===== src/rtl/gated_pkt_gen_pkg.sv =====
// Shared types and constants for the gated packet generator.
// The header beat is packed LSB-first: magic, packet length, sequence number.
package gated_pkt_gen_pkg;

    typedef enum logic [1:0] {
        IDLE = 2'd0,
        SEND = 2'd1,
        GAP  = 2'd2
    } state_e;

    localparam logic [15:0] HDR_MAGIC = 16'hA5A5;
    localparam int          MAGIC_W   = 16;
    localparam int          LEN_W     = 16;
    localparam int          SEQ_W     = 32;
    localparam int          IDX_W     = 32;
    localparam int          HDR_W     = SEQ_W + LEN_W + MAGIC_W;
    localparam int          STAT_W    = 32;

    // Builds the 64 meaningful bits of a beat; callers zero-extend to the bus width.
    function automatic logic [HDR_W-1:0] make_beat(
        input logic [SEQ_W-1:0] seq,
        input logic [15:0]      idx,
        input logic [LEN_W-1:0] words
    );
        if (idx == 16'd0) begin
            make_beat = {seq, words, HDR_MAGIC};
        end else begin
            make_beat = {seq, 16'h0000, idx};
        end
    endfunction

endpackage


===== src/rtl/gated_pkt_gen_stats.sv =====
// Stall statistics: counts cycles where the stream offers a beat that the
// sink refuses. Saturates rather than wrapping so a long stall stays visible.
module gated_pkt_gen_stats
    import gated_pkt_gen_pkg::*;
(
    input  logic              aclk,
    input  logic              aresetn,
    input  logic              clr_i,
    input  logic              tvalid_i,
    input  logic              tready_i,
    output logic [STAT_W-1:0] stall_count_o
);

    logic [STAT_W-1:0] stall_q;

    // Saturating stall counter, held at zero while the soft clear is active.
    always_ff @(posedge aclk) begin
        if (!aresetn || clr_i) begin
            stall_q <= '0;
        end else if (tvalid_i && !tready_i && (stall_q != {STAT_W{1'b1}})) begin
            stall_q <= stall_q + 1'b1;
        end
    end

    assign stall_count_o = stall_q;

endmodule


===== src/rtl/gated_pkt_gen.sv =====
// Gated AXI-Stream packet generator. Emits fixed-length packets while the
// upstream gate is open, separated by a programmable idle gap.
// Optional stall statistics are built only when GATED_PKT_GEN_STATS_EN is
// defined; otherwise stall_count is tied to zero.
//
// Handshake: a beat transfers on a rising edge where tvalid and tready are
// both high. Once tvalid is raised, tvalid, tdata and tlast are held until
// that transfer; tready never feeds back combinationally to any output.
module gated_pkt_gen
    import gated_pkt_gen_pkg::*;
#(
    parameter int DATA_WIDTH = 64,
    parameter int PKT_WORDS  = 16,
    parameter int IFG_CYCLES = 4
) (
    input  logic                    aclk,
    input  logic                    aresetn,
    input  logic                    common_rst,
    input  logic                    common_gate,
    output logic [DATA_WIDTH-1:0]   m_axis_tdata,
    output logic [DATA_WIDTH/8-1:0] m_axis_tkeep,
    output logic                    m_axis_tvalid,
    input  logic                    m_axis_tready,
    output logic                    m_axis_tlast,
    output logic [31:0]             tx_pkt_count,
    output logic                    busy,
    output logic [31:0]             stall_count
);

    localparam logic [15:0] LAST_BEAT = 16'(PKT_WORDS - 1);
    localparam logic [15:0] PKT_LEN   = 16'(PKT_WORDS);
    localparam logic [7:0]  GAP_LAST  = (IFG_CYCLES == 0) ? 8'd0 : 8'(IFG_CYCLES - 1);
    localparam bit          NO_GAP    = (IFG_CYCLES == 0);

    state_e                  state_q;
    logic [15:0]             beat_q;
    logic [7:0]              gap_q;
    logic                    tvalid_q;
    logic                    tlast_q;
    logic [DATA_WIDTH-1:0]   tdata_q;
    logic [31:0]             pkt_cnt_q;
    logic [SEQ_W-1:0]        seq_q;
    // Remembers a soft clear seen mid-packet so that packet is not counted.
    logic                    clr_seen_q;

    logic                    xfer_d;
    logic                    start_ok_d;
    logic [15:0]             beat_d;
    logic [DATA_WIDTH-1:0]   hdr_cur_d;
    logic [DATA_WIDTH-1:0]   hdr_next_d;
    logic [DATA_WIDTH-1:0]   body_d;

    // Next-beat index and candidate beat contents for every FSM exit.
    always_comb begin
        xfer_d     = tvalid_q & m_axis_tready;
        start_ok_d = common_gate & ~common_rst;
        beat_d     = beat_q + 16'd1;
        hdr_cur_d  = DATA_WIDTH'(make_beat(seq_q, 16'd0, PKT_LEN));
        hdr_next_d = DATA_WIDTH'(make_beat(seq_q + 32'd1, 16'd0, PKT_LEN));
        body_d     = DATA_WIDTH'(make_beat(seq_q, beat_d, PKT_LEN));
    end

    // Packet FSM with registered stream outputs and packet/sequence counters.
    always_ff @(posedge aclk) begin
        if (!aresetn) begin
            state_q    <= IDLE;
            beat_q     <= '0;
            gap_q      <= '0;
            tvalid_q   <= 1'b0;
            tlast_q    <= 1'b0;
            tdata_q    <= '0;
            pkt_cnt_q  <= '0;
            seq_q      <= '0;
            clr_seen_q <= 1'b0;
        end else begin
            case (state_q)
                IDLE: begin
                    if (start_ok_d) begin
                        state_q    <= SEND;
                        beat_q     <= '0;
                        tvalid_q   <= 1'b1;
                        tlast_q    <= 1'b0;
                        tdata_q    <= hdr_cur_d;
                        clr_seen_q <= 1'b0;
                    end
                end
                SEND: begin
                    if (common_rst) begin
                        clr_seen_q <= 1'b1;
                    end
                    if (xfer_d) begin
                        if (tlast_q) begin
                            if (common_rst || clr_seen_q) begin
                                state_q  <= IDLE;
                                tvalid_q <= 1'b0;
                                tlast_q  <= 1'b0;
                            end else begin
                                pkt_cnt_q <= pkt_cnt_q + 32'd1;
                                seq_q     <= seq_q + 32'd1;
                                if (NO_GAP && common_gate) begin
                                    beat_q     <= '0;
                                    tlast_q    <= 1'b0;
                                    tdata_q    <= hdr_next_d;
                                    clr_seen_q <= 1'b0;
                                end else if (NO_GAP) begin
                                    state_q  <= IDLE;
                                    tvalid_q <= 1'b0;
                                    tlast_q  <= 1'b0;
                                end else begin
                                    state_q  <= GAP;
                                    gap_q    <= '0;
                                    tvalid_q <= 1'b0;
                                    tlast_q  <= 1'b0;
                                end
                            end
                        end else begin
                            beat_q  <= beat_d;
                            tdata_q <= body_d;
                            tlast_q <= (beat_d == LAST_BEAT);
                        end
                    end
                end
                GAP: begin
                    if (gap_q == GAP_LAST) begin
                        gap_q <= '0;
                        if (start_ok_d) begin
                            state_q    <= SEND;
                            beat_q     <= '0;
                            tvalid_q   <= 1'b1;
                            tlast_q    <= 1'b0;
                            tdata_q    <= hdr_cur_d;
                            clr_seen_q <= 1'b0;
                        end else begin
                            state_q <= IDLE;
                        end
                    end else begin
                        gap_q <= gap_q + 8'd1;
                    end
                end
                default: begin
                    state_q <= IDLE;
                end
            endcase
            // The soft clear overrides any increment made above.
            if (common_rst) begin
                pkt_cnt_q <= '0;
                seq_q     <= '0;
            end
        end
    end

    assign m_axis_tdata  = tdata_q;
    assign m_axis_tkeep  = '1;
    assign m_axis_tvalid = tvalid_q;
    assign m_axis_tlast  = tlast_q;
    assign tx_pkt_count  = pkt_cnt_q;
    assign busy          = (state_q != IDLE);

`ifdef GATED_PKT_GEN_STATS_EN
    gated_pkt_gen_stats u_stats (
        .aclk          (aclk),
        .aresetn       (aresetn),
        .clr_i         (common_rst),
        .tvalid_i      (tvalid_q),
        .tready_i      (m_axis_tready),
        .stall_count_o (stall_count)
    );
`else
    assign stall_count = '0;
`endif

endmodule


===== config.mk =====
export PLATFORM = sky130hd
export DESIGN_NAME = gated_pkt_gen
export DESIGN_NICKNAME = d
export VERILOG_FILES = /design/src/rtl/gated_pkt_gen_pkg.sv /design/src/rtl/gated_pkt_gen_stats.sv /design/src/rtl/gated_pkt_gen.sv
export SDC_FILE = /design/constraint.sdc
export NUM_CORES = 1
export LEC_CHECK = 0
export CAP_MARGIN = 25
export CELL_PAD_IN_SITES_DETAIL_PLACEMENT = 0
export CELL_PAD_IN_SITES_GLOBAL_PLACEMENT = 1
export CORE_AREA = 2 2 132 134
export DETAILED_ROUTE_END_ITERATION = 8
export DIE_AREA = 0 0 134 136
export HOLD_SLACK_MARGIN = 0.15
export PLACE_DENSITY = 0.84
export SYNTH_ARGS = -nofsm -noshare
export SYNTH_HDL_FRONTEND = slang
export SYNTH_HIERARCHICAL = 1
export SYNTH_SLANG_ARGS = --single-unit

===== constraint.sdc =====
create_clock -name aclk -period 3.95 [get_ports aclk]
set_input_delay 0.395 -clock aclk [delete_from_list [all_inputs] [get_ports aclk]]
set_output_delay 0.395 -clock aclk [all_outputs]
set_load 0.01 [all_outputs]

==> results.py, run 1 <==
metrics = {
    "clock_tree": {
        "clk_pin_slew_ns": 0.05,
        "h-tree-depth": 4,
        "cts_buffer_depth": 2,
        "postCtsSetupBuffers": 0,
        "cts-root-buf": "clkbuf_16",
        "clkLatencyLatePin_ns": 0.41,
        "cts_made_buffers": 17,
        "clock-sinks": 142,
        "postCtsHoldBufs": 0,
        "cts_resized": 0,
        "cts_tree": "yes",
    },
    "sta": {
        "period_needed_ns": 2.69,
        "timing.final.crit_share_pct": 68.2,
        "slew_headroom_pct": 33.1,
        "final.setup.tns_ns": 0,
        "finalSetupViolations": 0,
        "hold_viol_final": 0,
        "rsz0062_at_grt": "no",
        "final-max-slew-violation-count": 0,
        "fin_skew_ns": 0.00691,
        "fmax_mhz": 371,
        "worstMarginPinSlew_ns": 1.00,
        "fin_ws_ns": 1.26,
    },
    "worst_setup_path": {
        "r2r.worst_path.cells": 7,
        "critical_path.top_delay_family": "compound AO/OA/AOI/OAI gates",
        "crit_path_end_kind": "flip-flop",
        "criticalPathCategory": "flip-flop to flip-flop",
        "slowest_stage": "o21a_1",
        "r2r_slack_ns": 1.26,
        "cp.required_ns": 4.28,
        "worstReg2RegEnd": "m_axis_tdata[43]$_SDFFE_PN0P_",
        "crit_buf_inv": 1,
        "slowest_delay_ns": 0.52,
        "cp_max_fo": 32,
        "startpoint_type": "flip-flop",
        "r2r_start": "gap_q[0]$_SDFFE_PN0P_",
        "path_cells": "ha_1, or4b_1, o21ai_2, o21a_1, buf_4, nand2_1, a21boi_0",
        "cp.arrival_ns": 3.03,
    },
    "floorplan": {
        "num_rows": 48,
        "dieHeight_um": 136,
        "ioPinCount": 144,
        "dieArea_mm2": 0.0182,
        "dieWidth_um": 134,
        "initial_core_util_pct": 40.1,
        "core_area_mm2": 0.0169,
    },
    "grt": {
        "antenna_found_initial": 0,
        "grt_first_pass_wirelength_um": 23900,
        "grt-ovfl-total": 0,
        "track_usage_pct": 16.3,
        "grt_pass1_vias": 4892,
        "grt_max_degree": 76,
    },
    "logic_synthesis": {
        "yosys_most_used_dff": "dfxtp_1",
        "synth_warnings": 6,
        "synthArstFlopShare_pct": 0,
        "synth_seq_cells": 142,
        "netlist_area_mm2": 0.00677,
        "synthTopCellsByArea": "dfxtp_1 42%, xor2_1 6.5%, nand2_1 6.4%",
        "netlist-cell-type-count": 53,
        "synth_top_area_share_pct": 42.0,
        "synth_enable_flop_cells": 0,
        "avgSynthCellArea_um2": 8.47,
        "synth_seq_area_share_pct": 42.0,
        "netlist_instances": 799,
        "synth_top_area_cell": "dfxtp_1",
    },
    "detailed_routing": {
        "wl_per_cell_um": 13.1,
        "via_count": 5304,
        "route.detailed.drc": 0,
        "drt_wl_total_um": 14500,
        "viasPerCell": 4.80,
        "firstDrtPassIters": 4,
        "final_antenna_net_count": 0,
        "drtIter0Drc": 248,
    },
    "placed_design": {
        "dp_slack_ns": 0.861,
        "io_buffers": 88,
        "post-dp-hpwl_um": 9910,
        "gp_congestion": 0.769,
    },
    "pwr": {
        "p_per_area_mw_per_mm2": 369,
        "p_leak_nw": 2.81,
        "peakVddDrop_uv": 347,
    },
    "run": {
        "maxCapViolations": 0,
    },
    "min_path": {
        "whs_path_depth": 2,
        "hold_path.class": "flip-flop to flip-flop",
        "worstHoldStart": "m_axis_tdata[45]$_SDFFE_PN0P_",
        "holdPathEnd": "m_axis_tdata[45]$_SDFFE_PN0P_",
    },
    "layout": {
        "final_nets": 881,
        "most-common-layout-cells": "142 x dfxtp_1, 116 x nand2_1, 87 x clkdlybuf4s50_1",
        "n_antenna_cell": 0,
        "layout_commonest_cell": "dfxtp_1",
        "area_growth_pct": 19.8,
        "drive_gt1_share_pct": 5.23,
        "final.fill_count": 1648,
    },
    "run_status": {
        "status": "finished, final reports clean",
    },
}
## through the flow
step                      hold WS [ns]  power (W)  cells  util, %  instance area, um2
after floorplan                  0.441    0.00160    852        -                6970
after global placement           0.451    0.00160   1076     45.0                7590
after detailed placement         0.459    0.00160   1076     45.0                7590
after CTS                        0.466    0.00303   1104     48.0                8110
after global routing             0.489    0.00309   1104     48.0                8110
final                            0.460    0.00299   1104     48.0                8110
## routing by layer
| metal | routed length [um] | GRT usage (%) | up-vias | share of wire (%) |
|---|---|---|---|---|
| met1 | 6910 | 21.0 | 2445 | 48 |
| met2 | 6480 | 25.6 | 117 | 45 |
| met5 | 0 | 0 | - | 0 |
| li1 | - | - | 2733 | - |
| met3 | 969 | 5.11 | 9 | 6.7 |
| met4 | 155 | 5.85 | 0 | 1.1 |
## registers in the layout (all words and copies together) (netlist names)
name / count
beat_q: 16
clr_seen_q: 1
gap_q: 8
m_axis_tdata: 49
m_axis_tlast: 1
m_axis_tvalid: 1
seq_q: 32
state_q: 2
tx_pkt_count: 32
## cells by family (layout without fill, tap and decap cells)
kind of cell	count (synthesis)	in the layout	synth area share, %
mux	1	1	0.148
buf+inv	107	134	9.48
fa+ha+maj	6	6	1.11
xor+xnor	77	77	9.96
other cells	2	55	0.111
compound gates	120	120	11.7
simple gates	344	344	25.5
flops	142	142	42.0
## final cells by class
type	count	area (um2)	share of cell area [%]
clock buffer	27	513	6.33
inverter	11	41.3	0.509
timing repair buffer	95	928	11.5
tap	225	282	3.47
sequential	142	2840	35.1
multi-input combinational	603	3500	43.1
clock inverter	1	5.00	0.0617
## cells in the mapped netlist, types with 14 or more instances
cell type and number:
a21boi_0 36, a21oi_1 16, buf_2 14, buf_4 57, clkbuf_1 21, dfxtp_1 142
nand2_1 116, nand3_1 30, nand4_1 22, nor2_1 80, nor2b_1 14, nor3_1 14
o21ai_0 30, xnor2_1 27, xor2_1 50
## report_power, final
group	switching [W]	total [W]	internal (W)
Clock	0.000547	0.00142	0.000871
Combinational	0.0000851	0.000122	0.0000368
Sequential	0.00000607	0.00145	0.00144
Total	0.000638	0.00299	0.00235
## worst min-delay path: cells and delay by family (launching register included)
kind / cells / cell delay (ns)
and+or+nand+nor: 1 / 0.05
DFF: 1 / 0.30
AOI/OAI and AO/OA: 1 / 0.06
## worst max path at each step
stage | from | end | slack, ns | cells past startpoint
floorplan | beat_q[0]$_SDFFE_PN0P_ | m_axis_tdata[1]$_SDFFE_PN0P_ | 1.77 | 8
global placement | m_axis_tready | m_axis_tdata[43]$_SDFFE_PN0P_ | 0.94 | 7
detailed placement | m_axis_tready | m_axis_tdata[44]$_SDFFE_PN0P_ | 0.86 | 7
CTS | gap_q[0]$_SDFFE_PN0P_ | m_axis_tdata[43]$_SDFFE_PN0P_ | 1.20 | 7
global route | gap_q[0]$_SDFFE_PN0P_ | m_axis_tdata[53]$_SDFFE_PN0P_ | 0.99 | 7
finish | gap_q[0]$_SDFFE_PN0P_ | m_axis_tdata[43]$_SDFFE_PN0P_ | 1.26 | 7
Note: power is estimated with default switching activity, not from simulation.
==> run 2, diff against run 1 <==
--- a/config.mk
+++ b/config.mk
@@ -8,11 +8,11 @@
 export CAP_MARGIN = 25
 export CELL_PAD_IN_SITES_DETAIL_PLACEMENT = 0
 export CELL_PAD_IN_SITES_GLOBAL_PLACEMENT = 1
-export CORE_AREA = 2 2 132 134
+export CORE_AREA = 2 2 137 139
 export DETAILED_ROUTE_END_ITERATION = 8
-export DIE_AREA = 0 0 134 136
+export DIE_AREA = 0 0 139 141
 export HOLD_SLACK_MARGIN = 0.15
-export PLACE_DENSITY = 0.84
+export PLACE_DENSITY = 0.78
 export SYNTH_ARGS = -nofsm -noshare
 export SYNTH_HDL_FRONTEND = slang
 export SYNTH_HIERARCHICAL = 1
==> constraint.sdc (replaced) <==
create_clock -name aclk -period 2.5 [get_ports aclk]
set_input_delay 0.25 -clock aclk [delete_from_list [all_inputs] [get_ports aclk]]
set_output_delay 0.25 -clock aclk [all_outputs]
set_load 0.01 [all_outputs]
==> run 2 against run 1 <==
Net effect: utilization down 1.4 points; final cell count up 3.7%; clock power up 89%; critical path depth unchanged; sequential power up 58%; worst hold slack worse by 0.24 ns; critical path type unchanged; largest cell class unchanged; highest routed layer unchanged.
==> results.py, run 2 (same netlist as run 1, synthesis figures left out) <==
metrics = {
    "grt": {
        "grt_first_pass_wirelength_um": 25100,
        "grt-ovfl-total": 0,
        "track_usage_pct": 15.5,
        "antenna_found_initial": 0,
        "grt_max_degree": 65,
        "grt_pass1_vias": 5129,
    },
    "clock_tree": {
        "clock-sinks": 142,
        "postCtsHoldBufs": 0,
        "h-tree-depth": 4,
        "cts-root-buf": "clkbuf_16",
        "cts_tree": "yes",
        "cts_made_buffers": 17,
        "clkLatencyLatePin_ns": 0.42,
        "cts_buffer_depth": 2,
        "postCtsSetupBuffers": 0,
        "cts_resized": 0,
        "clk_pin_slew_ns": 0.06,
    },
    "sta": {
        "final-max-slew-violation-count": 0,
        "final.setup.tns_ns": 0,
        "fmax_mhz": 432,
        "timing.final.crit_share_pct": 92.5,
        "holdWs_ns": 0.221,
        "finalSetupViolations": 0,
        "worstMarginPinSlew_ns": 0.553,
        "slew_headroom_pct": 63.0,
        "fin_skew_ns": 0.00932,
        "period_needed_ns": 2.31,
        "hold_viol_final": 0,
        "fin_ws_ns": 0.188,
        "rsz0062_at_grt": "no",
    },
    "placed_design": {
        "io_buffers": 88,
        "dp_slack_ns": 0.168,
        "gp_congestion": 0.770,
        "dp_cells": 1114,
        "post-dp-hpwl_um": 10300,
    },
    "pwr": {
        "pwr-share-comb_pct": 4.2,
        "net-switching-power_w": 0.00113,
        "p_seq_share_pct": 44.1,
        "p_per_area_mw_per_mm2": 610,
        "p_sw_share_pct": 21.7,
        "peakVddDrop_uv": 470,
        "finalPower_w": 0.00519,
        "pwr-share-clk_pct": 51.7,
        "p_leak_nw": 3.03,
        "power.internal_w": 0.00406,
    },
    "min_path": {
        "whs_path_depth": 3,
        "hold_path.class": "primary input to flip-flop",
        "holdPathEnd": "state_q[0]$_SDFFE_PN0P_",
        "worstHoldStart": "aresetn",
    },
    "floorplan": {
        "dieHeight_um": 141,
        "num_rows": 50,
        "ioPinCount": 144,
        "initial_core_util_pct": 37.0,
        "dieWidth_um": 139,
        "dieArea_mm2": 0.0196,
        "core_area_mm2": 0.0183,
    },
    "detailed_routing": {
        "drt_wl_total_um": 15000,
        "drtIter0Drc": 326,
        "viasPerCell": 4.74,
        "firstDrtPassIters": 4,
        "wl_per_cell_um": 13.1,
        "via_count": 5425,
        "route.detailed.drc": 0,
        "final_antenna_net_count": 0,
    },
    "run_status": {
        "status": "finished, final reports clean",
    },
    "layout": {
        "most-common-layout-cells": "142 x dfxtp_1, 116 x nand2_1, 87 x clkdlybuf4s50_1",
        "final_nets": 910,
        "drive_gt1_share_pct": 9.11,
        "area_growth_pct": 25.8,
        "final.fill_count": 1781,
        "finalNonFillerCells": 1145,
        "largest_reg_flops": 49,
        "n_antenna_cell": 0,
        "layout_commonest_cell": "dfxtp_1",
    },
    "worst_setup_path": {
        "r2r_start": "gap_q[0]$_SDFFE_PN0P_",
        "r2r.worst_path.cells": 7,
        "r2r_slack_ns": 0.19,
        "worstReg2RegEnd": "beat_q[8]$_SDFFE_PN0P_",
        "cp.required_ns": 2.81,
        "criticalPathCategory": "flip-flop to flip-flop",
        "crit_path_end_kind": "flip-flop",
        "cp_max_fo": 8,
        "cp.arrival_ns": 2.62,
        "worstSetupStartpoint": "gap_q[0]$_SDFFE_PN0P_",
        "startpoint_type": "flip-flop",
    },
    "run": {
        "maxCapViolations": 0,
    },
}
## run 2: cell count changes in the layout (fill, tap and decap cells not counted)
cell	previous run	this run
clkbuf_1	5	0
buf_4	7	30
clkinvlp_4	0	3
clkinv_2	1	5
clkbuf_8	5	2
bufinv_16	0	4
buf_12	0	6
## run 2: through the flow
| stage | util, % | instance area [um2] |
|---|---|---|
| final | 46.6 | 8510 |
| after global routing | 46.6 | 8510 |
| after CTS | 46.6 | 8510 |
| after detailed placement | 43.2 | 7890 |
| after global placement | 43.2 | 7890 |
| after floorplan | - | 6970 |
## run 2: final cells by class
class,instances,area [um2],area share (%)
clock inverters,12,168,1.97
well taps,234,293,3.44
repair buffers,124,1220,14.3
inverters,11,41.3,0.485
multi-input cells,603,3500,41.1
flip-flops and latches,142,2840,33.4
clock buffers,19,453,5.32
## run 2: routing by layer
layer	GRT usage [%]	up-vias	share of wire [%]
met5	0	-	0
met4	4.57	0	1.0
met3	4.55	9	5.1
met2	25.0	108	45
met1	20.2	2512	49
li1	-	2796	-
## run 2: power by group through the flow
stage	Sequential (W)	Clock, W	Combinational (W)
2_1_floorplan	0.00234	0	0.000189
3_3_place_gp	0.00234	0	0.000220
3_5_place_dp	0.00234	0	0.000221
4_1_cts	0.00229	0.00273	0.000222
5_1_grt	0.00229	0.00284	0.000242
6_report	0.00229	0.00269	0.000220
## run 2: critical path, stage by stage (launching register included)
cell and delay (ns):
dfxtp_1 0.39, ha_1 0.24, or4b_1 0.49, o21ai_2 0.18
o21a_1 0.45, o21ai_0 0.17, a22oi_1 0.21, nor2b_1 0.07
## run 2: how the worst max path moves through the flow
stage               cells past startpoint                           end
floorplan                               8  m_axis_tdata[1]$_SDFFE_PN0P_
global placement                        7        seq_q[14]$_SDFFE_PP0P_
detailed placement                      8         seq_q[7]$_SDFFE_PP0P_
CTS                                     7        beat_q[8]$_SDFFE_PN0P_
global route                            7        beat_q[8]$_SDFFE_PN0P_
finish                                  7        beat_q[8]$_SDFFE_PN0P_
